File: src/rtl/fwd_hazard_pkg.sv
// Shared types and the per-operand forwarding priority encoder for fwd_hazard_unit.
package fwd_hazard_pkg;

  typedef enum logic [0:0] {IDLE, STALL} fsm_state_t;

  localparam int unsigned FWD_SEL_RF    = 0;
  // Upper bounds the encoder is written against; instances must stay within them.
  localparam int unsigned MAX_STAGES    = 15;
  localparam int unsigned MAX_ADDR_W    = 8;
  localparam int unsigned FWD_SEL_MAX_W = 4;

  typedef struct packed {
    logic [FWD_SEL_MAX_W-1:0] sel;
    logic                     unavail;
  } fwd_pick_t;

  // First writing stage with a non-zero matching rd wins; if its data is not
  // ready the operand falls back to the register file and reports unavail.
  function automatic fwd_pick_t fwd_pick(input logic [MAX_STAGES-1:0][MAX_ADDR_W-1:0] rd,
                                         input logic [MAX_STAGES-1:0]                 wr,
                                         input logic [MAX_STAGES-1:0]                 valid,
                                         input logic [MAX_ADDR_W-1:0]                 src);
    fwd_pick_t r;
    logic      found;
    r       = '0;
    r.sel   = FWD_SEL_MAX_W'(FWD_SEL_RF);
    found   = 1'b0;
    for (int i = 0; i < MAX_STAGES; i++) begin
      if (!found && wr[i] && (rd[i] != '0) && (rd[i] == src)) begin
        found = 1'b1;
        if (valid[i]) r.sel = FWD_SEL_MAX_W'(i + 1);
        else          r.unavail = 1'b1;
      end
    end
    return r;
  endfunction

endpackage

File: src/rtl/fwd_hazard_unit_if.sv
// Pipeline-side bundle of fwd_hazard_unit: stage sources, EX/ID operands, control outputs.
interface fwd_hazard_unit_if #(
  parameter int unsigned REG_ADDR_W = 5,
  parameter int unsigned NUM_STAGES = 2,
  parameter int unsigned SEL_W      = $clog2(NUM_STAGES + 1)
);
  logic [NUM_STAGES*REG_ADDR_W-1:0] stage_rd;
  logic [NUM_STAGES-1:0]            stage_reg_write;
  logic [NUM_STAGES-1:0]            stage_data_valid;
  logic [REG_ADDR_W-1:0]            id_ex_rs;
  logic [REG_ADDR_W-1:0]            id_ex_rt;
  logic [REG_ADDR_W-1:0]            if_id_rs;
  logic [REG_ADDR_W-1:0]            if_id_rt;
  logic                             id_ex_mem_read;
  logic                             id_ex_reg_write;
  logic [REG_ADDR_W-1:0]            id_ex_rd;
  logic                             ext_hold;
  logic [SEL_W-1:0]                 fw_a_src;
  logic [SEL_W-1:0]                 fw_b_src;
  logic                             fwd_unavail;
  logic                             stall;
  logic                             flush_id_ex;
  logic [31:0]                      perf_stall_cycles;
  logic [15:0]                      perf_load_use;

  modport master (
    output stage_rd, stage_reg_write, stage_data_valid, id_ex_rs, id_ex_rt, if_id_rs, if_id_rt,
           id_ex_mem_read, id_ex_reg_write, id_ex_rd, ext_hold,
    input  fw_a_src, fw_b_src, fwd_unavail, stall, flush_id_ex, perf_stall_cycles, perf_load_use
  );

  modport slave (
    input  stage_rd, stage_reg_write, stage_data_valid, id_ex_rs, id_ex_rt, if_id_rs, if_id_rt,
           id_ex_mem_read, id_ex_reg_write, id_ex_rd, ext_hold,
    output fw_a_src, fw_b_src, fwd_unavail, stall, flush_id_ex, perf_stall_cycles, perf_load_use
  );
endinterface

File: src/rtl/fwd_hazard_fsm.sv
// Load-use stall controller: IDLE/STALL with a bubble counter; optional perf counters
// are built only when FWD_HAZARD_PERF_EN is defined.
module fwd_hazard_fsm
  import fwd_hazard_pkg::*;
#(
  parameter int unsigned LOAD_LATENCY = 1
) (
  input  logic        clk,
  input  logic        rst,
  input  logic        ld_hz,
  input  logic        ext_hold,
  output logic        stall_o,
  output logic        flush_id_ex_o,
  output logic [31:0] perf_stall_cycles_o,
  output logic [15:0] perf_load_use_o
);

  localparam logic [3:0] CntInit = 4'(LOAD_LATENCY - 1);

  fsm_state_t state_q;
  logic [3:0] cnt_q;
  logic       stall_raw;
  logic       hz_commit;

  // The first bubble is issued combinationally from IDLE; STALL covers the rest.
  assign stall_raw     = (state_q == STALL) | ld_hz;
  assign hz_commit     = (state_q == IDLE) & ld_hz & ~ext_hold;
  assign stall_o       = ~rst & stall_raw;
  assign flush_id_ex_o = ~rst & stall_raw;

  always_ff @(posedge clk) begin
    if (rst) begin
      state_q <= IDLE;
      cnt_q   <= '0;
    end else begin
      unique case (state_q)
        IDLE: begin
          if (hz_commit && (LOAD_LATENCY > 1)) begin
            state_q <= STALL;
            cnt_q   <= CntInit;
          end
        end
        STALL: begin
          if (!ext_hold) begin
            if (cnt_q == 4'd1) begin
              state_q <= IDLE;
              cnt_q   <= '0;
            end else begin
              cnt_q <= cnt_q - 4'd1;
            end
          end
        end
      endcase
    end
  end

`ifdef FWD_HAZARD_PERF_EN
  logic [31:0] stall_cnt_q;
  logic [15:0] lu_cnt_q;

  always_ff @(posedge clk) begin
    if (rst) begin
      stall_cnt_q <= '0;
      lu_cnt_q    <= '0;
    end else begin
      if (stall_raw && (stall_cnt_q != '1)) stall_cnt_q <= stall_cnt_q + 32'd1;
      if (hz_commit && (lu_cnt_q != '1))    lu_cnt_q    <= lu_cnt_q + 16'd1;
    end
  end

  assign perf_stall_cycles_o = stall_cnt_q;
  assign perf_load_use_o     = lu_cnt_q;
`else
  assign perf_stall_cycles_o = '0;
  assign perf_load_use_o     = '0;
`endif

endmodule

File: src/rtl/fwd_hazard_unit.sv
// Operand-forwarding select over NUM_STAGES write-back stages plus load-use stall control.
// Perf counters are enabled with FWD_HAZARD_PERF_EN.
module fwd_hazard_unit
  import fwd_hazard_pkg::*;
#(
  parameter int unsigned REG_ADDR_W   = 5,
  parameter int unsigned NUM_STAGES   = 2,
  parameter int unsigned LOAD_LATENCY = 1,
  parameter int unsigned SEL_W        = $clog2(NUM_STAGES + 1)
) (
  input logic               clk,
  input logic               rst,
  fwd_hazard_unit_if.slave  bus
);

  logic [MAX_STAGES-1:0][MAX_ADDR_W-1:0] rd_arr;
  logic [MAX_STAGES-1:0]                 wr_arr;
  logic [MAX_STAGES-1:0]                 vld_arr;
  fwd_pick_t                             pick_a;
  fwd_pick_t                             pick_b;
  logic                                  ld_hz;

  // Unused encoder slots stay non-writing so they can never match.
  always_comb begin
    rd_arr  = '0;
    wr_arr  = '0;
    vld_arr = '0;
    for (int i = 0; i < NUM_STAGES; i++) begin
      rd_arr[i]  = MAX_ADDR_W'(bus.stage_rd[i*REG_ADDR_W +: REG_ADDR_W]);
      wr_arr[i]  = bus.stage_reg_write[i];
      vld_arr[i] = bus.stage_data_valid[i];
    end
  end

  assign pick_a = fwd_pick(rd_arr, wr_arr, vld_arr, MAX_ADDR_W'(bus.id_ex_rs));
  assign pick_b = fwd_pick(rd_arr, wr_arr, vld_arr, MAX_ADDR_W'(bus.id_ex_rt));

  assign bus.fw_a_src    = rst ? SEL_W'(FWD_SEL_RF) : SEL_W'(pick_a.sel);
  assign bus.fw_b_src    = rst ? SEL_W'(FWD_SEL_RF) : SEL_W'(pick_b.sel);
  assign bus.fwd_unavail = ~rst & (pick_a.unavail | pick_b.unavail);

  assign ld_hz = bus.id_ex_mem_read & bus.id_ex_reg_write & (bus.id_ex_rd != '0) &
                 ((bus.id_ex_rd == bus.if_id_rs) | (bus.id_ex_rd == bus.if_id_rt));

  fwd_hazard_fsm #(
    .LOAD_LATENCY (LOAD_LATENCY)
  ) u_fsm (
    .clk                 (clk),
    .rst                 (rst),
    .ld_hz               (ld_hz),
    .ext_hold            (bus.ext_hold),
    .stall_o             (bus.stall),
    .flush_id_ex_o       (bus.flush_id_ex),
    .perf_stall_cycles_o (bus.perf_stall_cycles),
    .perf_load_use_o     (bus.perf_load_use)
  );

endmodule

File: src/flat_wrapper.sv
// flat-port wrapper written by rule: the top's interface ports become plain ports
module fwd_hazard_unit_flat import fwd_hazard_pkg::*;
#(
  parameter int unsigned REG_ADDR_W   = 5,
  parameter int unsigned NUM_STAGES   = 2,
  parameter int unsigned LOAD_LATENCY = 1,
  parameter int unsigned SEL_W        = $clog2(NUM_STAGES + 1)
)
  (clk, rst, bus_stage_rd, bus_stage_reg_write, bus_stage_data_valid, bus_id_ex_rs, bus_id_ex_rt, bus_if_id_rs, bus_if_id_rt, bus_id_ex_mem_read, bus_id_ex_reg_write, bus_id_ex_rd, bus_ext_hold, bus_fw_a_src, bus_fw_b_src, bus_fwd_unavail, bus_stall, bus_flush_id_ex, bus_perf_stall_cycles, bus_perf_load_use);
  fwd_hazard_unit_if #(.REG_ADDR_W(REG_ADDR_W), .NUM_STAGES(NUM_STAGES), .SEL_W(SEL_W)) bus_i ();
  input logic clk;
  input logic rst;
  input wire logic [$bits(bus_i.stage_rd)-1:0] bus_stage_rd;
  input wire logic [$bits(bus_i.stage_reg_write)-1:0] bus_stage_reg_write;
  input wire logic [$bits(bus_i.stage_data_valid)-1:0] bus_stage_data_valid;
  input wire logic [$bits(bus_i.id_ex_rs)-1:0] bus_id_ex_rs;
  input wire logic [$bits(bus_i.id_ex_rt)-1:0] bus_id_ex_rt;
  input wire logic [$bits(bus_i.if_id_rs)-1:0] bus_if_id_rs;
  input wire logic [$bits(bus_i.if_id_rt)-1:0] bus_if_id_rt;
  input wire logic [$bits(bus_i.id_ex_mem_read)-1:0] bus_id_ex_mem_read;
  input wire logic [$bits(bus_i.id_ex_reg_write)-1:0] bus_id_ex_reg_write;
  input wire logic [$bits(bus_i.id_ex_rd)-1:0] bus_id_ex_rd;
  input wire logic [$bits(bus_i.ext_hold)-1:0] bus_ext_hold;
  output wire logic [$bits(bus_i.fw_a_src)-1:0] bus_fw_a_src;
  output wire logic [$bits(bus_i.fw_b_src)-1:0] bus_fw_b_src;
  output wire logic [$bits(bus_i.fwd_unavail)-1:0] bus_fwd_unavail;
  output wire logic [$bits(bus_i.stall)-1:0] bus_stall;
  output wire logic [$bits(bus_i.flush_id_ex)-1:0] bus_flush_id_ex;
  output wire logic [$bits(bus_i.perf_stall_cycles)-1:0] bus_perf_stall_cycles;
  output wire logic [$bits(bus_i.perf_load_use)-1:0] bus_perf_load_use;
  assign bus_i.stage_rd = bus_stage_rd;
  assign bus_i.stage_reg_write = bus_stage_reg_write;
  assign bus_i.stage_data_valid = bus_stage_data_valid;
  assign bus_i.id_ex_rs = bus_id_ex_rs;
  assign bus_i.id_ex_rt = bus_id_ex_rt;
  assign bus_i.if_id_rs = bus_if_id_rs;
  assign bus_i.if_id_rt = bus_if_id_rt;
  assign bus_i.id_ex_mem_read = bus_id_ex_mem_read;
  assign bus_i.id_ex_reg_write = bus_id_ex_reg_write;
  assign bus_i.id_ex_rd = bus_id_ex_rd;
  assign bus_i.ext_hold = bus_ext_hold;
  assign bus_fw_a_src = bus_i.fw_a_src;
  assign bus_fw_b_src = bus_i.fw_b_src;
  assign bus_fwd_unavail = bus_i.fwd_unavail;
  assign bus_stall = bus_i.stall;
  assign bus_flush_id_ex = bus_i.flush_id_ex;
  assign bus_perf_stall_cycles = bus_i.perf_stall_cycles;
  assign bus_perf_load_use = bus_i.perf_load_use;
  fwd_hazard_unit #(.REG_ADDR_W(REG_ADDR_W), .NUM_STAGES(NUM_STAGES), .LOAD_LATENCY(LOAD_LATENCY), .SEL_W(SEL_W)) u_core (.clk(clk), .rst(rst), .bus(bus_i));
endmodule
File: config.mk
export PLATFORM = sky130hd
export DESIGN_NAME = fwd_hazard_unit_flat
export DESIGN_NICKNAME = d
export VERILOG_FILES = /design/src/rtl/fwd_hazard_pkg.sv /design/src/rtl/fwd_hazard_unit_if.sv /design/src/rtl/fwd_hazard_fsm.sv /design/src/rtl/fwd_hazard_unit.sv /design/src/flat_wrapper.sv
export SDC_FILE = /design/constraint.sdc
export NUM_CORES = 1
export LEC_CHECK = 0
export ABC_AREA = 1
export CAP_MARGIN = 20
export CORE_MARGIN = 2
export CORE_UTILIZATION = 33
export CTS_BUF_LIST = sky130_fd_sc_hd__clkbuf_4
export DETAILED_ROUTE_END_ITERATION = 10
export PLACE_DENSITY = 0.83
export RECOVER_POWER = 25
export SLEW_MARGIN = 20
export SYNTH_ARGS = -nofsm -noshare
export SYNTH_HDL_FRONTEND = slang
export SYNTH_SLANG_ARGS = --single-unit
File: constraint.sdc
create_clock -name clk -period 1.7 [get_ports clk]
set_input_delay 0.425 -clock clk [delete_from_list [all_inputs] [get_ports clk]]
set_output_delay 0.425 -clock clk [all_outputs]
set_load 0.01 [all_outputs]
# Word level (Yosys, flattened, before mapping)
# Cells that the tools add are included.
dict set report word_totals {
  wordCells 54
  output_inout_bits 55
  ff_bits 5
  input_bits 44
}
dict set report op_classes {
  reduce_logical 16
  n_mux 17
  bitwise_logic 11
  eq_ne 7
  add_sub_neg 1
}
# cell count
set ops {}
lappend ops {{5-bit == test} 6}
lappend ops {{8-bit nonzero test} 2}
lappend ops {{2-bit two-way mux} 6}
lappend ops {{1-bit logical AND} 9}
lappend ops {{1-bit two-way mux} 8}
lappend ops {{3-bit two-way mux} 2}
lappend ops {{1-bit bitwise AND} 5}
lappend ops {{5-bit nonzero test} 1}
lappend ops {{4-bit by 1-bit == test with 1-bit output (second input constant)} 1}
lappend ops {{4-bit two-way mux} 1}
lappend ops {{4-bit by 1-bit subtractor with 4-bit output (second input constant)} 1}
lappend ops {{1-bit inverter} 3}
lappend ops {{1-bit bitwise OR} 3}
lappend ops {{1-bit zero test} 2}
lappend ops {{2-bit AND reduction} 1}
lappend ops {{2-bit OR reduction} 1}

# Depth between registers and ports, before layout
# Gate-level depths: netlist (run 1).
dict set report logic_depth {
  ltp_word 11
  mapped_depth 10
  mapped_depth_nobuf 10
}

# Cells and area by module
# A second synthesis (run 1) with hierarchy kept.
dict set report unflattened {
  hier_cells 186
  hier_area_um2 1197.4
}
# module seq_area_each_um2 area_each_um2 instances cells_each
set modules_own_cells {}
lappend modules_own_cells {fwd_hazard_fsm 100.1 649.4 1 89}
lappend modules_own_cells {fwd_hazard_unit 0.0 548.0 1 97}

# Worst setup path after synthesis (run 1)
# Ideal clock, no wire load.
dict set report synth_path {
  path_kind {in2out}
  startpoint {in bus_id_ex_rd[0]}
  endpoint {out bus_stall}
  stages 7
  setup_slack_ns 0.082
  arrival_time_ns 1.193
  required_ns 1.275
  path_buffers 1
  path_cell_list {xor2_1 > nor2_1 > nand4_1 > nand2_1 > nand3_1 > o21ai_0 > buf_4}
}
dict set report synth_via {
  elab_chain_len 5
  elab_cells_between_ends 8
  classes_between {eq/ne (2); bitwise (5); reduce/logical (1)}
}
# item line_no
set synth_rtl {}
lappend synth_rtl {{start: declaration} flat_wrapper.sv:22} ;# input wire logic [$bits(bus_i.id_ex_rd)-1:0] bus_id_ex_rd;
lappend synth_rtl {{5-bit == test / 5-bit nonzero test (equally long branches)} {fwd_hazard_unit.sv:43, fwd_hazard_unit.sv:42}}
lappend synth_rtl {{1-bit bitwise OR / 1-bit bitwise AND (equally long branches)} {fwd_hazard_unit.sv:43, fwd_hazard_unit.sv:42}}
lappend synth_rtl {{1-bit bitwise AND (*)} fwd_hazard_unit.sv:42} ;# assign ld_hz = bus.id_ex_mem_read & bus.id_ex_reg_write & (bus.id_ex_rd != '0) &
lappend synth_rtl {{1-bit bitwise OR (*)} fwd_hazard_fsm.sv:26} ;# assign stall_raw = (state_q == STALL) | ld_hz;
lappend synth_rtl {{1-bit bitwise AND (*)} --}
lappend synth_rtl {{end: declaration} flat_wrapper.sv:27} ;# output wire logic [$bits(bus_i.stall)-1:0] bus_stall;
# Mark *: on every way between the ends. The rest lies on a longest branch, timed or not.

# Worst setup path after layout (run 1)
dict set report layout_path {
  startpoint {in bus_stage_rd[2]}
  endpoint {out bus_fw_a_src[0]}
}
dict set report layout_via {
  elab_chain_len 10
  elab_cells_between_ends 13
  classes_between {eq/ne (1); mux (5); reduce/logical (7)}
}
# item line_no
set layout_rtl {}
lappend layout_rtl {{start: declaration} flat_wrapper.sv:13} ;# input wire logic [$bits(bus_i.stage_rd)-1:0] bus_stage_rd;
lappend layout_rtl {{8-bit nonzero test} fwd_hazard_pkg.sv:29} ;# if (!found && wr[i] && (rd[i] != '0) && (rd[i] == src)) begin
lappend layout_rtl {{1-bit logical AND} fwd_hazard_pkg.sv:29}
lappend layout_rtl {{1-bit logical AND (*)} fwd_hazard_pkg.sv:29}
lappend layout_rtl {{1-bit two-way mux} fwd_hazard_pkg.sv:29}
lappend layout_rtl {{1-bit zero test} fwd_hazard_pkg.sv:29}
lappend layout_rtl {{1-bit logical AND (3 in series)} fwd_hazard_pkg.sv:29}
lappend layout_rtl {{3-bit two-way mux (*)} fwd_hazard_pkg.sv:29}
lappend layout_rtl {{2-bit two-way mux (*)} fwd_hazard_unit.sv:38} ;# assign bus.fw_a_src = rst ? SEL_W'(FWD_SEL_RF) : SEL_W'(pick_a.sel);
lappend layout_rtl {{end: declaration} flat_wrapper.sv:24} ;# output wire logic [$bits(bus_i.fw_a_src)-1:0] bus_fw_a_src;
# Marked as above.

==> impl_metrics.py, run 1 <==
metrics = {
    "yosys": {
        "ys_ff_latch": 5,
        "netlist.area_leader.share_pct": 31.6,
        "synth-edff-count": 0,
        "yosys_most_used_dff": "dfxtp_1",
        "synth_top_cell_by_area": "buf_4",
        "synth_common_cells": "49 x buf_4, 31 x nand2_1, 21 x nor2_1, 14 x xor2_1, 12 x inv_1",
        "ys_types": 24,
        "yosys.cell_count.top_type": "buf_4",
        "syn_inst": 181,
        "yosysWarnings": 0,
        "yosysSeqAreaShare_pct": 8.61,
        "netlist_area_mm2": 0.00116,
        "netlist_top_cells_area": "buf_4 32%, xor2_1 11%, nand2_1 10%",
        "avgSynthCellArea_um2": 6.42,
        "async_flop_share_pct": 0,
    },
    "grt": {
        "grt_pass1_vias": 956,
        "grtUsageTotal_pct": 11.9,
        "grt_overflow_total": 0,
        "grt_max_degree": 6,
        "grt_pass1_wl_mm": 3.97,
        "antenna_found_initial": 0,
    },
    "power_and_ir_drop": {
        "clockPowerShare_pct": 26.6,
        "switchingPower_mw": 0.204,
        "p_int_mw": 0.359,
        "swShare_pct": 36.3,
        "combPwrFrac_pct": 52.4,
        "vdd_drop_max_mv": 0.113,
        "power.density_mw_per_mm2": 350,
        "pwr-share-seq_pct": 20.9,
        "power.leakage_nw": 0.826,
    },
    "cells_and_area": {
        "multi_input_area_um2": 896,
        "final_nets": 283,
        "diodes": 0,
        "fillers": 362,
        "drive_gt1_share_pct": 33.9,
        "seqCellArea_um2": 100,
        "layoutNonFillerInstCount": 282,
        "fin_area_mm2": 0.00161,
        "syn_to_final_growth_pct": 38.2,
    },
    "clock_tree": {
        "clock_path_buffers": 2,
        "cts_hold_buf": 0,
        "clk_latency_ps": 240,
        "cts_num_sinks": 5,
        "clk_pin_slew_ps": 40,
        "postCtsSetupBuffers": 0,
        "numCtsBuffers": 3,
        "root_buffer": "clkbuf_4",
        "htree_levels": 1,
        "cts_tree": "done",
    },
    "sta": {
        "hold_viol": 0,
        "fin_skew_ps": 1.20,
        "hold_slack_ps": 485,
        "drv_slew": 0,
        "setup_viol": 5,
        "fin_ws_ps": -131,
        "rsz0062_at_grt": "yes",
        "post-route-period-util_pct": 108,
        "fin_crit_ps": 1830,
        "max_freq_ghz": 0.546,
    },
    "place": {
        "dp_hpwl_mm": 2.21,
        "dp_worst_setup_slack_ps": -989,
        "port_buffers": 50,
        "gp_congestion": 0.807,
        "place_inst": 278,
        "placedInstanceArea_mm2": 0.00155,
    },
    "floorplanning": {
        "io_pins": 99,
        "die_y_um": 63.4,
        "initial_core_util_pct": 34.6,
        "fp.dieW_um": 63.4,
        "row_count": 21,
        "dieArea_mm2": 0.00401,
        "core_area_mm2": 0.00336,
    },
    "route": {
        "ant_nets": 0,
        "wl_per_cell_um": 9.00,
        "dr_total_vias": 1099,
        "drt_iter0_drc": 14,
        "drt-pass1-iter-count": 4,
        "drc_errors": 0,
        "wl_mm": 2.54,
        "post_drt_via_cell_ratio": 3.90,
    },
    "worst_setup_path": {
        "path_common_cell": "buf_2",
        "r2r_end": "u_core.u_fsm.cnt_q[3]$_SDFFE_PP0P_",
        "reg2reg_setup_slack_ps": 630,
        "crit_family": "simple AND/OR/NAND/NOR gates",
        "cp_max_fo": 3,
        "timing.rr.start": "u_core.u_fsm.state_q$_SDFF_PP0_",
        "cp_num_buf_inv": 2,
        "rr_worst_depth": 6,
        "arrival_ps": 1410,
        "crit_cells": 6,
        "worstPathRequired_ps": 1270,
        "cp_cell_sequence": "buf_2 > xor2_2 > nor4_2 > nand2_1 > nor3_2 > buf_2",
        "slowest_stage": "nor4_2",
        "crit_path_max_incr_delay_ps": 250,
        "critPathCapture": "bus_fw_a_src[0]",
        "crit_path_end_kind": "output pin",
        "startpoint_type": "input port",
        "worstSetupPathType": "input port to output pin",
        "crit_start": "bus_stage_rd[2]",
    },
    "run": {
        "cap_viol_max_count": 0,
    },
    "hold_path": {
        "min_path_type": "register to register",
    },
    "outcome": {
        "status": "complete, but fails checks",
        "violations": "negative setup slack",
    },
}
==> worst min path at each step <==
| stage | start | end | slack (ps) | depth (start not counted) |
|---|---|---|---|---|
| after global routing | u_core.u_fsm.state_q$_SDFF_PP0_ | u_core.u_fsm.state_q$_SDFF_PP0_ | 510 | 2 |
| after floorplan | u_core.u_fsm.cnt_q[0]$_SDFFE_PP0P_ | u_core.u_fsm.cnt_q[0]$_SDFFE_PP0P_ | 460 | 2 |
| final | u_core.u_fsm.state_q$_SDFF_PP0_ | u_core.u_fsm.state_q$_SDFF_PP0_ | 480 | 2 |
| after global placement | u_core.u_fsm.state_q$_SDFF_PP0_ | u_core.u_fsm.state_q$_SDFF_PP0_ | 470 | 2 |
| after CTS | u_core.u_fsm.state_q$_SDFF_PP0_ | u_core.u_fsm.state_q$_SDFF_PP0_ | 490 | 2 |
| after detailed placement | u_core.u_fsm.state_q$_SDFF_PP0_ | u_core.u_fsm.state_q$_SDFF_PP0_ | 480 | 2 |
==> logic make-up (layout without fill, tap and decap cells) <==
logic type | Yosys count | in the layout | share of synthesized area, %
other | 1 | 48 | 0.323
AND/OR/NAND/NOR | 71 | 71 | 27.7
adder cells (fa/ha/maj) | 2 | 2 | 2.15
XOR/XNOR | 25 | 25 | 18.8
buffers and inverters | 66 | 74 | 37.1
AO/OA/AOI/OAI | 11 | 11 | 5.27
flip-flops | 5 | 5 | 8.61
==> area by class of cell <==
cell class              instances  area share [%]
multi-input cells             157            55.8
repair buffers                 53            28.6
flip-flops and latches          5            6.23
inverters                      17            3.97
well taps                      46            3.58
clock buffers                   4            1.87
==> metal layers <==
metal,global-route usage (%),vias up,wire (um)
met4,2.45,0,0
met1,14.7,466,1070
met5,0,-,0
met3,4.46,0,305
met2,19.7,64,1160
li1,-,569,-
==> worst register-to-register path: stages (launching register included) <==
cell,delay (ps)
dfxtp_1,330
inv_2,50
nor2_2,150
nand2_1,100
nor3_2,140
xnor2_1,140
nor2_1,50
==> sequential cells by signal (all words and copies together), names as in the netlist <==
signal                count
u_core.u_fsm.state_q      1
u_core.u_fsm.cnt_q        4
==> per-stage QoR <==
step | setup TNS (ps) | total power [mW] | utilization [%]
finish | -436 | 0.563 | 47.8
global route | -987 | 0.610 | 47.8
CTS | -547 | 0.556 | 46.0
detailed placement | -6480 | 0.404 | 46.1
global placement | -6340 | 0.399 | 46.1
floorplan | 0 | 0.341 | -
==> placed cells by master, fill, tap and decap left out, types with 3 or more instances in the layout <==
cell and count:
nand2_2 4, xor2_1 10, nor2_2 6, buf_2 17, nand4_1 3, clkdlybuf4s15_1 6
xnor2_1 9, buf_8 3, clkbuf_4 4, clkdlybuf4s50_1 3, nand2_1 28, dfxtp_1 5
buf_6 14, nor3_2 3, o21ai_1 4, conb_1 48, buf_4 4, inv_2 9
dlygate4sd2_1 4, xor2_2 4, nor2_1 18, inv_1 8, nand3_2 4
==> power groups by stage <==
stage | clock network (mW) | logic (mW) | registers [mW]
global placement | 0 | 0.280 | 0.120
finish | 0.150 | 0.295 | 0.118
global route | 0.168 | 0.324 | 0.117
floorplan | 0 | 0.221 | 0.120
detailed placement | 0 | 0.284 | 0.120
CTS | 0.159 | 0.280 | 0.118
==> timing repair <==
action,in CTS,in global routing
gates resized for setup,198,16
endpoints found under the setup margin,7,7
pin swaps,47,24
(Power assumes the default switching activity.)
==> inputs of run 2 (changes only) <==
--- a/config.mk
+++ b/config.mk
@@ -5,13 +5,13 @@
 export SDC_FILE = /design/constraint.sdc
 export NUM_CORES = 1
 export LEC_CHECK = 0
-export ABC_AREA = 1
 export CAP_MARGIN = 20
+export CORE_ASPECT_RATIO = 0.6
 export CORE_MARGIN = 2
-export CORE_UTILIZATION = 33
+export CORE_UTILIZATION = 32
 export CTS_BUF_LIST = sky130_fd_sc_hd__clkbuf_4
 export DETAILED_ROUTE_END_ITERATION = 10
-export PLACE_DENSITY = 0.83
+export PLACE_DENSITY = 0.84
 export RECOVER_POWER = 25
 export SLEW_MARGIN = 20
 export SYNTH_ARGS = -nofsm -noshare
==> impl_metrics.py, run 2 <==
metrics = {
    "hold_path": {
        "min_path_cells": 2,
        "min_from": "u_core.u_fsm.cnt_q[0]$_SDFFE_PP0P_",
        "hold_end": "u_core.u_fsm.cnt_q[0]$_SDFFE_PP0P_",
        "min_path_type": "register to register",
    },
    "route": {
        "wl_mm": 3.15,
        "wl_per_cell_um": 12.1,
        "drt_iter0_drc": 16,
        "drt-pass1-iter-count": 3,
        "drc_errors": 0,
        "post_drt_via_cell_ratio": 4.09,
        "ant_nets": 0,
        "dr_total_vias": 1068,
    },
    "grt": {
        "grt_pass1_vias": 1039,
        "antenna_found_initial": 0,
        "grt_pass1_wl_mm": 4.77,
        "grtUsageTotal_pct": 15.9,
        "grt_max_degree": 7,
        "grt_overflow_total": 0,
    },
    "cells_and_area": {
        "fin_util_pct": 57.0,
        "diodes": 0,
        "reg_top3": "u_core.u_fsm.cnt_q: 4 flops, u_core.u_fsm.state_q: 1 flops",
        "multi_input_area_um2": 976,
        "layoutNonFillerInstCount": 261,
        "fin_area_mm2": 0.00183,
        "top_register": "u_core.u_fsm.cnt_q",
        "layout_commonest_cell": "conb_1",
        "fillers": 313,
        "final_cell_mix": "48 x conb_1, 22 x buf_6, 22 x buf_2, 16 x buf_4, 11 x xnor2_2",
        "final_nets": 263,
        "largest_register_ffs": 4,
        "seqCellArea_um2": 100,
        "drive_gt1_share_pct": 47.7,
        "syn_to_final_growth_pct": 72.2,
    },
    "place": {
        "placedInstanceArea_mm2": 0.00158,
        "place_inst": 249,
        "gp_congestion": 0.842,
        "port_buffers": 50,
        "dp_hpwl_mm": 2.29,
    },
    "floorplanning": {
        "row_count": 16,
        "fp.dieW_um": 78.3,
        "dieArea_mm2": 0.00381,
        "io_pins": 99,
        "core_area_mm2": 0.00320,
        "initial_core_util_pct": 33.1,
        "die_y_um": 48.6,
    },
    "power_and_ir_drop": {
        "vdd_drop_max_mv": 0.260,
        "power.density_mw_per_mm2": 356,
        "power_mw": 0.650,
        "power.leakage_nw": 0.871,
    },
    "clock_tree": {
        "clk_pin_slew_ps": 40,
        "cts_hold_buf": 0,
        "htree_levels": 1,
        "root_buffer": "clkbuf_4",
        "cts_num_sinks": 5,
        "clk_latency_ps": 250,
        "clock_path_buffers": 2,
        "cts_tree": "done",
        "numCtsBuffers": 3,
    },
    "yosys": {
        "yosys.area_share.simple_pct": 19.6,
        "yosys-mux-area-fraction_pct": 0,
        "netlist_top_cells_area": "buf_4 35%, xnor2_1 18%, dfxtp_1 9.4%",
        "yosys_most_used_dff": "dfxtp_1",
        "async_flop_share_pct": 0,
        "avgSynthCellArea_um2": 7.69,
        "synth_compound_area_share_pct": 7.78,
        "syn_inst": 138,
        "synth_xor_area_share_pct": 24.8,
        "synth-edff-count": 0,
        "yosysSeqAreaShare_pct": 9.43,
        "ys_types": 29,
        "netlist_area_mm2": 0.00106,
        "synth_top_family_by_area": "buffers and inverters",
        "synth_top_cell_by_area": "buf_4",
        "synth_common_cells": "49 x buf_4, 22 x xnor2_1, 8 x xor2_1, 7 x nor2_1, 6 x nand3_1",
        "synth_fa_ha_area_share_pct": 2.36,
        "ys_ff_latch": 5,
        "yosysWarnings": 0,
        "netlist.area_leader.share_pct": 34.7,
        "yosys.cell_count.top_type": "buf_4",
    },
    "worst_setup_path": {
        "worstSetupPathType": "input port to output pin",
        "r2r_end": "u_core.u_fsm.cnt_q[3]$_SDFFE_PP0P_",
        "cp_max_fo": 4,
        "crit_start": "bus_stage_rd[2]",
        "cp_cell_sequence": "buf_8 > buf_6 > xnor2_2 > nand3_1 > or4_4 > a211o_1 > o31ai_2 > buf_2",
        "slowest_stage": "or4_4",
        "timing.rr.start": "u_core.u_fsm.state_q$_SDFF_PP0_",
        "arrival_ps": 1930,
        "rr_worst_depth": 5,
        "reg2reg_setup_slack_ps": 460,
        "crit_path_max_incr_delay_ps": 470,
        "startpoint_type": "input port",
        "worstPathRequired_ps": 1270,
        "crit_path_end_kind": "output pin",
    },
    "sta": {
        "fin_crit_ps": 2360,
        "fin_skew_ps": 4.72,
        "rsz0062_at_grt": "yes",
        "max_freq_ghz": 0.424,
        "post-route-period-util_pct": 139,
        "hold_viol": 0,
        "fin_ws_ps": -657,
        "setup_viol": 7,
        "drv_slew": 0,
    },
    "outcome": {
        "violations": "negative setup slack",
        "status": "complete, but fails checks",
    },
    "run": {
        "cap_viol_max_count": 0,
    },
}
==> run 2: timing repair <==
| action | CTS | global route |
|---|---|---|
| setup endpoints to repair | 7 | 7 |
| buffers inserted | 6 | 3 |
| pin swaps | 39 | 18 |
| resized for setup | 203 | 27 |
| endpoints found under the hold margin | 0 | 0 |
==> run 2: cell families after synthesis <==
kind of cell    count (synthesis)
other cells                     1
compound gates                 12
simple gates                   36
fa+ha+maj                       2
xor+xnor                       30
flops                           5
buf+inv                        52
==> run 2: critical path, delay by kind of cell <==
family	cells	cell delay, ps
compound gates	2	380
xor+xnor	1	150
buf+inv	3	380
simple gates	2	590
==> run 2: worst max-delay path by stage <==
stage                      endpoint  slack (ps)  cells after the start
global placement    bus_fwd_unavail       -1370                      7
global route        bus_fwd_unavail        -670                      8
CTS                 bus_fwd_unavail        -610                      8
detailed placement  bus_fwd_unavail       -1410                      7
finish              bus_fwd_unavail        -660                      8
floorplan           bus_fwd_unavail        -290                      5
==> run 2: area by class of cell <==
type | instances | area share, %
clock buffers | 4 | 1.64
multi-input cells | 128 | 53.4
repair buffers | 77 | 36.0
inverters | 2 | 0.411
well taps | 45 | 3.08
flip-flops and latches | 5 | 5.48
==> run 2: through the flow <==
step	setup TNS (ps)	hold slack [ps]	worst slack (ps)
5_1_grt	-2960	537	-669
3_5_place_dp	-8040	485	-1410
2_1_floorplan	-690	462	-287
6_report	-2690	491	-657
3_3_place_gp	-7830	474	-1370
4_1_cts	-2510	492	-609
==> run 2: where the power goes <==
| part | switching [mW] | internal (mW) |
|---|---|---|
| Sequential | 0 | 0.118 |
| Combinational | 0.176 | 0.194 |
| Clock | 0.0570 | 0.105 |
==> run 2: per-layer routing <==
layer	share of wire, %	vias to the layer above	GRT usage (%)	routed length, um
li1	-	523	-	-
met5	0	-	0	0
met4	2.8	0	6.73	87
met1	35	480	15.8	1100
met3	8.0	10	4.48	253
met2	54	55	30.7	1710
